`src/rtl/aes_stream_ingress.sv`:
```
// aes_stream_ingress: packs a 32-bit valid/ready word stream into 128-bit
// blocks for a fully pipelined AES-128 core. It also owns the core's key and
// decrypt inputs, and changes them only once the core pipeline has drained.
//
// state  | meaning
// -------+------------------------------------------------------------------
// RUN    | accepting words; key/mode checked at each block boundary
// DRAIN  | not accepting; waiting for the core pipeline to empty
// SETTLE | new key applied; holding off while key expansion registers it
module aes_stream_ingress #(
  parameter int PIPE_DEPTH = 22,
  parameter int KEY_SETTLE = 2,
  parameter int CNT_W      = 32
) (
  input  logic             clk,
  input  logic             rst,
  input  logic             s_valid,
  output logic             s_ready,
  input  logic [31:0]      s_data,
  input  logic             s_decrypt,
  input  logic [127:0]     key_in,
  input  logic             key_load,
  output logic             aes_enable,
  output logic [127:0]     aes_data_in,
  output logic [127:0]     aes_key,
  output logic             aes_decrypt,
  output logic             busy,
  output logic [CNT_W-1:0] blocks_issued
);

  localparam int DW = $clog2(PIPE_DEPTH + 1);
  localparam int SW = (KEY_SETTLE < 1) ? 1 : $clog2(KEY_SETTLE + 1);

  typedef enum logic [1:0] {
    ST_RUN    = 2'd0,
    ST_DRAIN  = 2'd1,
    ST_SETTLE = 2'd2
  } state_t;

  state_t          state, state_nxt;
  logic [1:0]      word_cnt;
  logic [95:0]     asm_q;
  logic [DW-1:0]   drain_cnt;
  logic [SW-1:0]   settle_cnt;
  logic            key_valid;
  logic            key_pending;
  logic [127:0]    key_pend_q;
  logic            drain_exit;
  logic            boundary_hold;
  logic            hs;

  assign hs   = s_valid && s_ready;
  assign busy = (word_cnt != 2'd0) || (drain_cnt != '0) || (state != ST_RUN);

  // Next state, ready, and the drain-exit strobe; checks only at block boundaries
  always_comb begin
    state_nxt     = state;
    s_ready       = 1'b0;
    drain_exit    = 1'b0;
    boundary_hold = (word_cnt == 2'd0) &&
                    (key_pending || (s_valid && (s_decrypt != aes_decrypt)));
    case (state)
      ST_RUN: begin
        if (boundary_hold) state_nxt = ST_DRAIN;
        else               s_ready   = 1'b1;
      end
      ST_DRAIN: begin
        if ((drain_cnt == '0) && !aes_enable && (key_valid || key_pending)) begin
          drain_exit = 1'b1;
          if (key_pending && (KEY_SETTLE != 0)) state_nxt = ST_SETTLE;
          else                                  state_nxt = ST_RUN;
        end
      end
      ST_SETTLE: begin
        if (settle_cnt <= SW'(1)) state_nxt = ST_RUN;
      end
      default: state_nxt = ST_DRAIN;
    endcase
  end

  // State register; reset parks in DRAIN until a key is available
  always_ff @(posedge clk or posedge rst) begin
    if (rst) state <= ST_DRAIN;
    else     state <= state_nxt;
  end

  // Word assembly and block issue; word 3 bypasses straight into the block
  always_ff @(posedge clk or posedge rst) begin
    if (rst) begin
      word_cnt      <= 2'd0;
      asm_q         <= '0;
      aes_data_in   <= '0;
      aes_enable    <= 1'b0;
      blocks_issued <= '0;
    end else begin
      aes_enable <= 1'b0;
      if (hs) begin
        word_cnt <= word_cnt + 2'd1;
        case (word_cnt)
          2'd0: asm_q[95:64] <= s_data;
          2'd1: asm_q[63:32] <= s_data;
          2'd2: asm_q[31:0]  <= s_data;
          default: begin
            aes_data_in   <= {asm_q, s_data};
            aes_enable    <= 1'b1;
            blocks_issued <= blocks_issued + CNT_W'(1);
          end
        endcase
      end
    end
  end

  // Drain timer: reloads on every issue pulse, counts down to zero
  always_ff @(posedge clk or posedge rst) begin
    if (rst)                    drain_cnt <= '0;
    else if (aes_enable)        drain_cnt <= DW'(PIPE_DEPTH);
    else if (drain_cnt != '0)   drain_cnt <= drain_cnt - DW'(1);
  end

  // Key settle timer, started when a new key is applied
  always_ff @(posedge clk or posedge rst) begin
    if (rst)
      settle_cnt <= '0;
    else if (drain_exit && key_pending)
      settle_cnt <= SW'(KEY_SETTLE);
    else if ((state == ST_SETTLE) && (settle_cnt != '0))
      settle_cnt <= settle_cnt - SW'(1);
  end

  // Key and mode registers; a key_load on the exit edge stays pending
  always_ff @(posedge clk or posedge rst) begin
    if (rst) begin
      aes_key     <= '0;
      aes_decrypt <= 1'b0;
      key_valid   <= 1'b0;
      key_pending <= 1'b0;
      key_pend_q  <= '0;
    end else begin
      if (drain_exit) begin
        if (s_valid) aes_decrypt <= s_decrypt;
        if (key_pending) begin
          aes_key     <= key_pend_q;
          key_valid   <= 1'b1;
          key_pending <= 1'b0;
        end
      end
      if (key_load) begin
        key_pend_q  <= key_in;
        key_pending <= 1'b1;
      end
    end
  end

endmodule

```
`config.mk`:
```
export PLATFORM = sky130hd
export DESIGN_NAME = aes_stream_ingress
export DESIGN_NICKNAME = d
export VERILOG_FILES = /design/src/rtl/aes_stream_ingress.sv
export SDC_FILE = /design/constraint.sdc
export NUM_CORES = 1
export LEC_CHECK = 0
export ABC_AREA = 1
export ABC_CLOCK_PERIOD_IN_PS = 23000
export CORE_MARGIN = 5
export CORE_UTILIZATION = 51
export CTS_CLUSTER_DIAMETER = 200
export DETAILED_ROUTE_END_ITERATION = 16
export GPL_TIMING_DRIVEN = 0
export PLACE_DENSITY = 0.8
export SETUP_SLACK_MARGIN = 0.2
export SLEW_MARGIN = 20
export SYNTH_ARGS = -nofsm -noshare
export SYNTH_HDL_FRONTEND = slang
export SYNTH_SLANG_ARGS = --single-unit
export TNS_END_PERCENT = 20
```
`constraint.sdc`:
```
create_clock -name clk -period 23 [get_ports clk]
set_input_delay 4.6 -clock clk [delete_from_list [all_inputs] [get_ports clk]]
set_output_delay 4.6 -clock clk [all_outputs]
set_load 0.01 [all_outputs]
```
==> run_results.csv, run 1 <==
group,metric,value,unit
global_routing,grt_pass1_vias,18220,
detailed_routing,ant_nets,0,
cells_and_area,syn_to_final_growth,34.44,%
timing,setup_viol,0,
floorplan,die_y,212.5,µm
job,maxCapViolCount,0,
synthesis,synth_top_cells_by_area,"dfrtp_1 63%, nand2_1 23%, o21ai_0 4.3%",
detailed_routing,wl_met3,4077,µm
pwr,power,3207,µW
detailed_routing,drc,0,
clock_network,ctsResizeCount,0,
synthesis,syn_area_per_cell,8.714,µm²
detailed_routing,vias,17937,
synthesis,synth_edf_count,0,
cells_and_area,drive_above_1_share,5.343,%
worst_setup_path,crit_slowest_cell,"clkdlybuf4s50_1",
placement,portBuffers,454,
worst_setup_path,cpPeakStageDelay,0.59,ns
timing,relSlewSlack,47.40,%
outcome,status,"finished, final reports clean",
clock_network,clock_latency,0.60,ns
timing,rsz0062_at_grt,"false",
detailed_routing,drt_iter0_markers,1774,
synthesis,ys_types,28,
synthesis,ys_ff_latch,527,
floorplan,die_w,212.5,µm
global_routing,grt_overflow,0,
synthesis,netlist.area_leader.share,62.94,%
pwr,leakage,0.01421,µW
timing,hold_viol_final,0,
cells_and_area,fillers,3088,
synthesis,yosysWarnings,0,
global_routing,grt_max_degree,110,
global_routing,antenna_found_initial,13,
timing,period_share,47.27,%
placement,dp_hpwl,45630,µm
cells_and_area,nNetsFinal,3091,
clock_network,clockRootBuffer,"clkbuf_16",
min_path,hp-start,"asm_q[29]$_DFFE_PP0P_",
cells_and_area,multi_input_area,6540,µm²
timing,tightest_slew,0.7861,ns
synthesis,syn_nets,2576,
clock_network,cts_made_buffers,54,
worst_setup_path,startpoint,"s_decrypt",
worst_setup_path,path_class,"in -> out",
floorplan,coreArea,40740,µm²
floorplan,ioPinCount,457,
clock_network,cts_hold_buf,0,
worst_setup_path,worst_setup_path_end_kind,"output port",
detailed_routing,dr.max_layer_used,"met4",
pwr,p_per_area,114.0,nW/µm²
global_routing,grtUsageTotal,27.52,%
global_routing,grt_pass1_wl,98120,µm
clock_network,cts_tree,"done",
worst_setup_path,r2r_slack,20.56,ns
synthesis,yosysTopAreaCell,"dfrtp_1",
floorplan,rows,74,
worst_setup_path,cp-start-kind,"primary input",
worst_setup_path,worst_ep_required_time,18.40,ns
worst_setup_path,worstPathArrival,6.27,ns
synthesis,ys_seq_area_share,63.06,%
detailed_routing,wirelength,63110,µm
timing,fmax,91.97,MHz
cells_and_area,seqCellArea,13190,µm²
pwr,vdd_drop_max,0.07868,mV
clock_network,clk_pin_slew_worst_paths,0.06,ns
detailed_routing,wl_met2,31020,µm
placement,gp_congestion,0.9211,
worst_setup_path,worstPathCellList,"clkdlybuf4s50_1 > nand2_1 > nand3_1 > nand2_1 > nand2_4 > nand2_1 > inv_1 > clkdlybuf4s50_1",
timing,fin_worst_skew,0.02225,ns
worst_setup_path,crit_fanout,6,
synthesis,syn_inst,2400,
clock_network,cts.sinks,527,
cells_and_area,mostFrequentLayoutCells,"1,260 x nand2_1, 526 x dfrtp_1, 454 x clkdlybuf4s50_1",
cells_and_area,final_common_cell,"nand2_1",
worst_setup_path,r2r_start,"state[1]$_DFFE_PP0P_",
floorplan,die_area,45160,µm²
timing,slew_viol_final,0,
synthesis,synthFlopType,"dfrtp_1",
min_path,hp-class,"reg -> reg",
floorplan,initial_core_util,51.34,%
detailed_routing,dr.pass1.iters,6,
clock_network,post_cts_buffers,0,
detailed_routing,wl_per_cell,18.02,µm
timing,fin_crit,10.87,ns
clock_network,htree_levels,2,
timing,finalSetupTns,0,ns
detailed_routing,met1_length,24730,µm
detailed_routing,viasPerCell,5.122,
synthesis,synth_area,20910,µm²
synthesis,async_reset_ff_share,100.0,%
worst_setup_path,worst_path_most_repeated_cell,"nand2_1",
clock_network,clk_path_buf_depth,3,
==> registers in the layout, summed over array words and instances (netlist names) <==
name / cells
aes_data_in: 128
aes_decrypt: 1
aes_enable: 1
aes_key: 128
asm_q: 96
blocks_issued: 32
drain_cnt: 5
key_pend_q: 128
key_pending: 1
key_valid: 1
settle_cnt: 2
state: 2
word_cnt: 2
==> metrics by stage <==
step / area [µm²] / hold WS, ns / setup WS (ns) / cells / utilization [%]
4_1_cts: 28080 / 0.4622 / 12.13 / 3489 / 68.94
6_report: 28120 / 0.4658 / 12.13 / 3502 / 69.02
2_1_floorplan: 20910 / 0.4407 / 3.677 / 2400 / -
3_3_place_gp: 26120 / 0.4516 / -1.677 / 3386 / 64.12
3_5_place_dp: 26270 / 0.4553 / 12.15 / 3391 / 64.48
5_1_grt: 28120 / 0.4850 / 12.01 / 3502 / 69.02
==> cell usage after synthesis (3+ instances only) <==
cell type  instances
inv_1            167
o211ai_1           3
xnor2_1            3
dfrtp_1          526
nand4_2            3
nand4_1            5
buf_2             41
xor2_1            12
clkbuf_1          54
o21ai_1           22
nand3_1           25
ha_1              11
o21ai_0          180
nand2_1         1260
nor2_1            61
buf_6             11
==> logic make-up (layout without fill, tap and decap cells) <==
kind of cell	after synthesis	in the layout	share of synthesized area, %
buffers and inverters	278	835	5.666
AOI/OAI and AO/OA	207	207	5.013
other	0	13	0
DFF	527	527	63.06
adders and majority gates	11	11	0.6581
and+or+nand+nor	1362	1362	24.97
xor gates and xnor gates	15	15	0.6282
==> where the power goes <==
group	internal [µW]	switching, µW	leakage, µW	total (µW)
Clock	526	365	0.000900	891
Combinational	467	495	0.00651	962
Sequential	1190	160	0.00680	1350
Total	2190	1020	0.0142	3210
==> routing by layer <==
| metal | track usage (%) | vias to the layer above |
|---|---|---|
| li1 | - | 8346 |
| met5 | 0 | - |
| met3 | 5.430 | 165 |
| met1 | 35.12 | 8767 |
| met2 | 44.81 | 659 |
| met4 | 14.63 | 0 |
==> path summary, 6_finish.rpt <==
check	end	depth (start not counted)
max	s_ready	8
min	aes_data_in[61]$_DFFE_PP0P_	2
max reg2reg	asm_q[26]$_DFFE_PP0P_	8
min reg2reg	aes_data_in[61]$_DFFE_PP0P_	2
max in group asynchronous	aes_data_in[119]$_DFFE_PP0P_	5
min in group asynchronous	aes_data_in[1]$_DFFE_PP0P_	2
==> cell type report <==
type                       instances  area share [%]
sequential                       527           46.91
multi-input combinational       1595           23.26
timing repair buffer             459           16.65
clock buffer                      82           5.714
tap                              532           2.367
inverter                         169           2.283
buffer                           109           1.958
clock inverter                    16          0.7431
antenna                           13          0.1157
==> critical path: cells and delay by family <==
| kind | cells | cell delay (ns) |
|---|---|---|
| buffers and inverters | 3 | 1.18 |
| AND/OR/NAND/NOR | 5 | 0.49 |
No activity file was read; power rests on OpenSTA's default activity.
==> inputs of run 2 (changes only) <==
--- a/config.mk
+++ b/config.mk
@@ -6,7 +6,7 @@
 export NUM_CORES = 1
 export LEC_CHECK = 0
 export ABC_AREA = 1
-export ABC_CLOCK_PERIOD_IN_PS = 23000
+export ABC_CLOCK_PERIOD_IN_PS = 10600
 export CORE_MARGIN = 5
 export CORE_UTILIZATION = 51
 export CTS_CLUSTER_DIAMETER = 200
==> constraint.sdc (replaced) <==
create_clock -name clk -period 10.6 [get_ports clk]
set_input_delay 2.12 -clock clk [delete_from_list [all_inputs] [get_ports clk]]
set_output_delay 2.12 -clock clk [all_outputs]
set_load 0.01 [all_outputs]
==> run_results.csv, run 2 (synthesized netlist as in run 1, its figures left out) <==
group,metric,value,unit
outcome,status,"finished, final reports clean",
placement,dp_hpwl,46040,µm
job,maxCapViolCount,0,
cells_and_area,fillers,3028,
timing,rsz0062_at_grt,"false",
clock_network,htree_levels,2,
worst_setup_path,path_buf_inv,3,
timing,finalSetupTns,0,ns
cells_and_area,drive_above_1_share,6.065,%
pwr,leakage,0.01437,µW
timing,tightest_slew,0.8168,ns
min_path,hp-class,"reg -> reg",
global_routing,grt_max_degree,37,
detailed_routing,vias,18041,
floorplan,ioPinCount,457,
detailed_routing,wl_per_cell,18.07,µm
placement,dp_slack,4.723,ns
cells_and_area,mostFrequentLayoutCells,"1,260 x nand2_1, 526 x dfrtp_1, 454 x clkdlybuf4s50_1",
detailed_routing,dr.pass1.iters,5,
clock_network,cts_tree,"done",
worst_setup_path,worst_ep_required_time,8.48,ns
detailed_routing,drt_iter0_markers,1527,
worst_setup_path,r2r_start,"state[1]$_DFFE_PP0P_",
cells_and_area,final_util,69.83,%
worst_setup_path,cp-start-kind,"primary input",
worst_setup_path,path_class,"in -> out",
timing,period_share,55.70,%
global_routing,grtUsageTotal,27.72,%
global_routing,antenna_found_initial,9,
timing,fin_worst_skew,0.01476,ns
timing,fin_crit,5.905,ns
worst_setup_path,crit_slowest_cell,"clkdlybuf4s50_1",
global_routing,grt_overflow,0,
pwr,p_per_area,249.9,nW/µm²
worst_setup_path,critPathCapture,"s_ready",
clock_network,cts.sinks,527,
global_routing,grt_pass1_vias,18259,
min_path,hp-start,"key_pend_q[4]$_DFFE_PP0P_",
clock_network,clk_pin_slew_worst_paths,0.06,ns
timing,fin_ws,4.695,ns
clock_network,ctsResizeCount,0,
placement,gp_congestion,0.8771,
clock_network,post_cts_buffers,0,
detailed_routing,drc,0,
clock_network,clk_path_buf_depth,3,
cells_and_area,top_regs,"aes_data_in: 128 flops, aes_key: 128 flops, key_pend_q: 128 flops",
worst_setup_path,worstPathCellList,"clkdlybuf4s50_1 > nand2_1 > nand3_1 > nand2_1 > nand2_4 > nand2_1 > inv_1 > clkdlybuf4s50_1",
cells_and_area,syn_to_final_growth,36.03,%
detailed_routing,wirelength,63410,µm
clock_network,clock_latency,0.60,ns
floorplan,die_w,212.5,µm
pwr,vdd_drop_max,0.1925,mV
detailed_routing,viasPerCell,5.140,
timing,setup_viol,0,
global_routing,grt_pass1_wl,98900,µm
floorplan,initial_core_util,51.34,%
timing,relSlewSlack,45.35,%
worst_setup_path,worstPathArrival,3.78,ns
clock_network,cts_hold_buf,0,
floorplan,die_area,45160,µm²
worst_setup_path,rr_worst_depth,8,
worst_setup_path,cpPeakStageDelay,0.59,ns
worst_setup_path,cp_top_family,"buffers and inverters",
worst_setup_path,r2r_slack,8.16,ns
floorplan,die_y,212.5,µm
timing,slew_viol_final,0,
worst_setup_path,timing.rr.end,"asm_q[12]$_DFFE_PP0P_",
worst_setup_path,crit_fanout,6,
clock_network,clockRootBuffer,"clkbuf_16",
floorplan,rows,74,
clock_network,cts_made_buffers,54,
placement,dp.cells,3403,
detailed_routing,ant_nets,0,
timing,hold_viol_final,0,
timing,fmax,169.4,MHz
worst_setup_path,cp.depth,8,
cells_and_area,fin_cells,3510,
cells_and_area,final_common_cell,"nand2_1",
worst_setup_path,worst_path_most_repeated_cell,"nand2_1",
worst_setup_path,worst_setup_path_end_kind,"output port",
cells_and_area,nNetsFinal,3103,
worst_setup_path,startpoint,"s_decrypt",
floorplan,coreArea,40740,µm²
placement,portBuffers,454,
run 2: final cells by class:
cell class,count,area [µm²],area share (%)
antenna,10,25.02,0.08796
buffer,109,550.5,1.935
clock buffer,68,1535,5.396
clock inverter,29,406.6,1.429
inverter,169,638.1,2.243
multi-input combinational,1595,6540,22.99
sequential,527,13190,46.36
tap,532,665.6,2.340
timing repair buffer,471,4900,17.22
run 2: tightest hold or removal path, delay by kind of cell, from the launching register on:
family           cells  cell delay (ns)
flip-flops           1             0.34
AND/OR/NAND/NOR      2             0.10
run 2: through the flow:
| step | power, µW | area [µm²] | hold WS [ns] |
|---|---|---|---|
| 2_1_floorplan | 3812 | 20920 | 0.4407 |
| 3_3_place_gp | 4950 | 26130 | 0.4506 |
| 3_5_place_dp | 5048 | 26480 | 0.4562 |
| 4_1_cts | 7144 | 28420 | 0.4726 |
| 5_1_grt | 7458 | 28450 | 0.4892 |
| 6_report | 7109 | 28450 | 0.4659 |
run 2: routing by layer:
layer | wire length (µm) | up-vias | GRT usage (%) | part of all wire (%)
li1 | - | 8393 | - | -
met1 | 25010 | 8820 | 35.60 | 39
met2 | 31210 | 678 | 46.00 | 49
met3 | 4270 | 150 | 5.474 | 6.7
met4 | 2926 | 0 | 12.47 | 4.6
met5 | 0 | - | 0 | 0
run 2: worst min-delay path by stage:
| stage | endpoint | slack (ns) | depth (start not counted) |
|---|---|---|---|
| after global routing | key_pend_q[0]$_DFFE_PP0P_ | 0.49 | 2 |
| after global placement | aes_data_in[62]$_DFFE_PP0P_ | 0.45 | 2 |
| final | aes_key[4]$_DFFE_PP0P_ | 0.47 | 2 |
| after floorplan | key_valid$_DFFE_PP0P_ | 0.44 | 1 |
| after detailed placement | aes_data_in[99]$_DFFE_PP0P_ | 0.46 | 2 |
| after CTS | aes_data_in[111]$_DFFE_PP0P_ | 0.47 | 2 |
run 2: power by group:
group	total (µW)	internal, µW	leakage (µW)	switching (µW)
sequential	2940	2590	0.00680	347
combinational	2110	1020	0.00660	1080
clock	2070	1260	0.000964	802
